`src/rtl/exibe_sequencia_if.sv`:
```
// Playback-side bundle between the sequence player, its sequence ROM and the game control.
// master drives start/limit/ROM data; slave (the player) drives address, LEDs and status.
interface exibe_sequencia_if #(
  parameter int N_END  = 4,
  parameter int N_DADO = 4
);
  logic              iniciar;
  logic [N_END-1:0]  limite;
  logic [N_DADO-1:0] dados;
  logic [N_END-1:0]  endereco;
  logic [N_DADO-1:0] leds;
  logic              exibindo;
  logic              pronto;
  logic [3:0]        db_estado;

  modport master (
    output iniciar, limite, dados,
    input  endereco, leds, exibindo, pronto, db_estado
  );

  modport slave (
    input  iniciar, limite, dados,
    output endereco, leds, exibindo, pronto, db_estado
  );
endinterface

```
`src/rtl/exibe_sequencia.sv`:
```
// Shows the stored sequence 0..limite on the LEDs, T_ACESO lit / T_APAGADO+3 dark per item.
// Starts one cycle after iniciar is sampled in ocioso; no backpressure, pronto pulses once at the end.
module exibe_sequencia #(
  parameter int T_ACESO   = 1000,
  parameter int T_APAGADO = 500,
  parameter int N_END     = 4,
  parameter int N_DADO    = 4
) (
  input  logic               clock,
  input  logic               reset,
  exibe_sequencia_if.slave   bus
);

  localparam int T_MAX = (T_ACESO > T_APAGADO) ? T_ACESO : T_APAGADO;
  localparam int TW    = (T_MAX > 1) ? $clog2(T_MAX) : 1;

  typedef enum logic [2:0] {
    OCIOSO    = 3'd0,
    CARREGA   = 3'd1,
    ACESO     = 3'd2,
    APAGA     = 3'd3,
    INTERVALO = 3'd4,
    AVANCA    = 3'd5,
    FIM       = 3'd6
  } estado_t;

  estado_t           estado_q, estado_d;
  logic [TW-1:0]     timer_q, timer_d;
  logic [N_DADO-1:0] cor_q, cor_d;
  logic [N_END-1:0]  end_q, end_d;
  logic [N_END-1:0]  lim_q, lim_d;

  always_ff @(posedge clock) begin
    if (reset) begin
      estado_q <= OCIOSO;
      timer_q  <= '0;
      cor_q    <= '0;
      end_q    <= '0;
      lim_q    <= '0;
    end else begin
      estado_q <= estado_d;
      timer_q  <= timer_d;
      cor_q    <= cor_d;
      end_q    <= end_d;
      lim_q    <= lim_d;
    end
  end

  always_comb begin
    estado_d = estado_q;
    timer_d  = timer_q;
    cor_d    = cor_q;
    end_d    = end_q;
    lim_d    = lim_q;
    case (estado_q)
      OCIOSO: begin
        end_d = '0;
        if (bus.iniciar) begin
          lim_d    = bus.limite;
          estado_d = CARREGA;
        end
      end
      CARREGA: begin
        cor_d    = bus.dados;
        timer_d  = '0;
        estado_d = ACESO;
      end
      ACESO: begin
        timer_d = timer_q + 1'b1;
        if (timer_q == TW'(T_ACESO - 1)) begin
          timer_d  = '0;
          estado_d = APAGA;
        end
      end
      APAGA: begin
        timer_d = '0;
        // The last item skips the gap entirely, so endereco never wraps past limite_reg.
        if (end_q == lim_q) estado_d = FIM;
        else                estado_d = INTERVALO;
      end
      INTERVALO: begin
        timer_d = timer_q + 1'b1;
        if (timer_q == TW'(T_APAGADO - 1)) begin
          timer_d  = '0;
          estado_d = AVANCA;
        end
      end
      AVANCA: begin
        end_d    = end_q + 1'b1;
        estado_d = CARREGA;
      end
      FIM: begin
        end_d    = '0;
        estado_d = OCIOSO;
      end
      default: estado_d = OCIOSO;
    endcase
  end

  always_comb begin
    bus.leds      = '0;
    bus.exibindo  = 1'b0;
    bus.pronto    = 1'b0;
    bus.db_estado = 4'b1001;
    case (estado_q)
      OCIOSO:    bus.db_estado = 4'd0;
      CARREGA:   begin bus.db_estado = 4'd1; bus.exibindo = 1'b1; end
      ACESO:     begin bus.db_estado = 4'd2; bus.exibindo = 1'b1; bus.leds = cor_q; end
      APAGA:     begin bus.db_estado = 4'd3; bus.exibindo = 1'b1; end
      INTERVALO: begin bus.db_estado = 4'd4; bus.exibindo = 1'b1; end
      AVANCA:    begin bus.db_estado = 4'd5; bus.exibindo = 1'b1; end
      FIM:       begin bus.db_estado = 4'd6; bus.pronto = 1'b1; end
      default:   bus.db_estado = 4'b1001;
    endcase
  end

  assign bus.endereco = end_q;

endmodule

```
`src/flat_wrapper.sv`:
```
// flat-port wrapper written by rule: the top's interface ports become plain ports
module exibe_sequencia_flat 
#(
  parameter int T_ACESO   = 1000,
  parameter int T_APAGADO = 500,
  parameter int N_END     = 4,
  parameter int N_DADO    = 4
)
  (clock, reset, bus_iniciar, bus_limite, bus_dados, bus_endereco, bus_leds, bus_exibindo, bus_pronto, bus_db_estado);
  exibe_sequencia_if #(.N_END(N_END), .N_DADO(N_DADO)) bus_i ();
  input  logic clock;
  input  logic reset;
  input wire logic [$bits(bus_i.iniciar)-1:0] bus_iniciar;
  input wire logic [$bits(bus_i.limite)-1:0] bus_limite;
  input wire logic [$bits(bus_i.dados)-1:0] bus_dados;
  output wire logic [$bits(bus_i.endereco)-1:0] bus_endereco;
  output wire logic [$bits(bus_i.leds)-1:0] bus_leds;
  output wire logic [$bits(bus_i.exibindo)-1:0] bus_exibindo;
  output wire logic [$bits(bus_i.pronto)-1:0] bus_pronto;
  output wire logic [$bits(bus_i.db_estado)-1:0] bus_db_estado;
  assign bus_i.iniciar = bus_iniciar;
  assign bus_i.limite = bus_limite;
  assign bus_i.dados = bus_dados;
  assign bus_endereco = bus_i.endereco;
  assign bus_leds = bus_i.leds;
  assign bus_exibindo = bus_i.exibindo;
  assign bus_pronto = bus_i.pronto;
  assign bus_db_estado = bus_i.db_estado;
  exibe_sequencia #(.T_ACESO(T_ACESO), .T_APAGADO(T_APAGADO), .N_END(N_END), .N_DADO(N_DADO)) u_core (.clock(clock), .reset(reset), .bus(bus_i));
endmodule
```
`config.mk`:
```
export PLATFORM = sky130hd
export DESIGN_NAME = exibe_sequencia_flat
export DESIGN_NICKNAME = d
export VERILOG_FILES = /design/src/rtl/exibe_sequencia_if.sv /design/src/rtl/exibe_sequencia.sv /design/src/flat_wrapper.sv
export SDC_FILE = /design/constraint.sdc
export NUM_CORES = 1
export LEC_CHECK = 0
export BUFFER_PORTS_ARGS = -buffer_cell sky130_fd_sc_hd__buf_2
export CORE_ASPECT_RATIO = 0.8
export CORE_MARGIN = 3
export CORE_UTILIZATION = 54
export CTS_CLUSTER_SIZE = 20
export DETAILED_ROUTE_END_ITERATION = 16
export PLACE_DENSITY = 0.78
export SLEW_MARGIN = 25
export SYNTH_ARGS = -nofsm -noshare
export SYNTH_HDL_FRONTEND = slang
export SYNTH_SLANG_ARGS = --single-unit
```
`constraint.sdc`:
```
create_clock -name clock -period 1.8 [get_ports clock]
set_input_delay 0.36 -clock clock [delete_from_list [all_inputs] [get_ports clock]]
set_output_delay 0.36 -clock clock [all_outputs]
set_load 0.03 [all_outputs]
```
==> results.tsv <==
stage	metric	value	unit
sta	min_period_over_period	98.0	%
synthesis	synth_seq_cells	25	
worst_setup_path	r2r-end	u_core.timer_q[8]	
drt	drt_iter0_markers	45	
placed_design	port_buffers	24	
clocking	cts_buffer_depth	2	
finish	drive_gt1_share	25.1	%
drt	routedWlPerCell	14.0	um
synthesis	yosysSeqAreaShare	37.9	%
sta	tns	0	ns
synthesis	syn-cell-area	1320	um2
drt	route.final.wire_length	2850	um
worst_setup_path	crit_start	u_core.estado_q[0]	
sta	final-setup-viol-count	0	
floorplan	core.rowCount	15	
pwr	power.internal	842	uW
synthesis	async_flop_share	0	%
drt	drc_errors	0	
finish	layout_commonest_cell	buf_2	
grt	overflow	0	
placed_design	dpl_worst_slack	0.223	ns
sta	slew_headroom	69.7	%
drt	firstDrtPassIters	4	
grt	met3_usage	6.43	%
clocking	path_clk_slew	0.13	ns
pwr	sw_frac_of_total	33.2	%
grt	grt_antenna_before_repair	0	
placed_design	hpwl	2110	um
clocking	clock_latency	0.32	ns
worst_setup_path	crit_family	simple AND/OR/NAND/NOR gates	
worst_setup_path	required	1.44	ns
clocking	post_cts.repair.setup_buffers	0	
synthesis	synth_edf_count	0	
clocking	cts_num_sinks	25	
placed_design	gp_congestion	0.777	
grt	grt_pass1_vias	1070	
worst_setup_path	critPathCapture	bus_exibindo	
outcome	status	completed	
drt	num_vias	1187	
grt	use_met2	31.2	%
drt	via_per_inst	5.82	
grt	grt_pass1_wl	4660	um
pwr	power_frac_clock	19.7	%
worst_setup_path	cp-end-kind	output port	
sta	rsz0062_at_grt	true	
synthesis	synthCells	154	
worst_setup_path	worstSetupStartpointType	flop	
worst_setup_path	critPathKind	flop to output port	
worst_setup_path	cp_num_cells	3	
synthesis	ys.warnings.count	0	
clocking	cts_tree	built	
synthesis	yosys.area.top_type_share	37.9	%
floorplan	die_h	50.2	um
worst_setup_path	slowest_stage	or3_4	
grt	grt_max_degree	17	
clocking	htree_levels	1	
finish	mostFrequentLayoutCells	23 x buf_2, 22 x nor2_1, 22 x dfxtp_1	
floorplan	num_io_pins	25	
finish	n_antenna_cell	0	
floorplan	coreArea	2230	um2
pwr	power_frac_comb	30.1	%
grt	use_met1	27.2	%
grt	busiest_layer	met2	
placed_design	placed_area	1470	um2
drt	ant_nets	0	
synthesis	synth_top_cell_by_area	dfxtp_1	
pwr	pwr_density_cell	828	nW/um2
pwr	ir_worst_vdd	0.000778	V
grt	grt_usage	20.1	%
worst_setup_path	slowest_delay	0.40	ns
sta	fin_crit	1.76	ns
placed_design	placedCellCount	200	
sta	hold_viol_final	0	
worst_setup_path	cp.arrival	1.40	ns
sta	tightest_slew	0.455	ns
pwr	p_sw	419	uW
worst_setup_path	path_max_fanout	6	
worst_setup_path	r2r_setup_slack	0.18	ns
sta	fin_skew	0.00923	ns
sta	fin_ws	0.0355	ns
worst_setup_path	crit_buf_inv	1	
finish	design_area	1520	um2
floorplan	die_area	3080	um2
pwr	p_seq_share	50.3	%
synthesis	synth_cell_types	45	
synthesis	synthFlopType	dfxtp_1	
synthesis	synth_nets	167	
finish	nets	193	
finish	area_delta_synth_final	15.4	%
synthesis	postSynthAreaPerCell	8.57	um2
clocking	cts_buffers	3	
clocking	cts_root_buf	clkbuf_4	
worst_setup_path	rr_worst_depth	5	
sta	fmax	567	MHz
min_path	whs_path_depth	3	
sta	finalMaxSlewViolations	0	
worst_setup_path	crit_chain	or3_4, and2_4, buf_6	
run	drv_cap	0	
finish	finalNonFillerCells	204	
synthesis	yosys-top-cells-area	dfxtp_1 38%, xor2_1 7.3%, mux2i_1 6.8%	
floorplan	start_util	59.1	%
floorplan	fp.dieW	61.3	um
pwr	p_leak	0.676	nW
min_path	min_path_type	primary input to flop	
worst_setup_path	worstReg2RegStart	u_core.estado_q[0]	
## through the flow
step	utilization [%]	hold slack, ns	total power [mW]
CTS	67.3	0.267	1.25
global placement	65.9	0.465	0.980
detailed placement	65.9	0.490	0.995
floorplan	-	0.452	0.906
global route	68.2	0.283	1.34
finish	68.2	0.276	1.26
## cell families (layout without fill, tap and decap cells)
logic type,after synthesis,after routing,synth area share (%)
mux,10,10,7.68
simple gates,65,65,27.0
xor+xnor,11,11,7.30
fa+ha+maj,2,2,1.90
flops,25,25,37.9
buf+inv,13,38,4.17
compound gates,28,28,14.0
## worst min-delay path by stage
| stage | startpoint | endpoint | slack, ns |
|---|---|---|---|
| after global routing | bus_dados[0] | u_core.cor_q[0] | 0.28 |
| after CTS | bus_limite[2] | u_core.lim_q[2] | 0.27 |
| after floorplan | u_core.cor_q[0] | u_core.cor_q[0] | 0.45 |
| after global placement | u_core.cor_q[1] | u_core.cor_q[1] | 0.46 |
| final | bus_limite[2] | u_core.lim_q[2] | 0.28 |
| after detailed placement | u_core.cor_q[2] | u_core.cor_q[2] | 0.49 |
## cell usage after synthesis (2+ instances only)
cell type,number
a21oi_1,8
a22oi_1,2
and3_1,6
and4_1,2
buf_2,2
clkbuf_1,4
dfxtp_1,25
ha_1,2
inv_1,4
mux2i_1,9
nand2_1,6
nand3_1,6
nand4_1,4
nor2_1,22
nor2b_1,2
nor3_1,2
o21ai_0,7
or3_1,4
xor2_1,11
## power groups by stage
stage / Combinational (mW) / Clock, mW / Sequential (mW)
after detailed placement: 0.353 / 0 / 0.642
after global routing: 0.418 / 0.281 / 0.639
final: 0.379 / 0.248 / 0.634
after floorplan: 0.275 / 0 / 0.631
after CTS: 0.356 / 0.257 / 0.632
after global placement: 0.342 / 0 / 0.638
## registers in the layout, indices dropped and copies added (netlist names)
signal               count
u_core.estado_q          3
u_core.lim_q             4
u_core.cor_q             4
u_core.timer_q          10
u_core.bus.endereco      4
## metal layers
metal	part of all wire, %	wire [um]	up-vias
met1	48	1360	550
li1	-	-	602
met5	0	0	-
met3	6.0	170	2
met2	46	1310	33
met4	0.46	13	0
## area by class of cell
cell class,instances,area (um2)
multi-input cells,116,773
fillers,192,711
flip-flops and latches,25,509
repair buffers,29,164
well taps,25,31.3
clock buffers,4,26.3
inverters,5,18.8
## worst min-delay path, stage by stage
cell and delay [ns]:
buf_2 0.07, mux2i_1 0.05, nor2_1 0.07
## timing repair
item / CTS / global route
resized for setup: 3 / 8
endpoints found under the setup margin: 5 / 6
hold buffers: 0 / 0
pin swaps: 0 / 0
No activity file was read; power rests on OpenSTA's default activity.
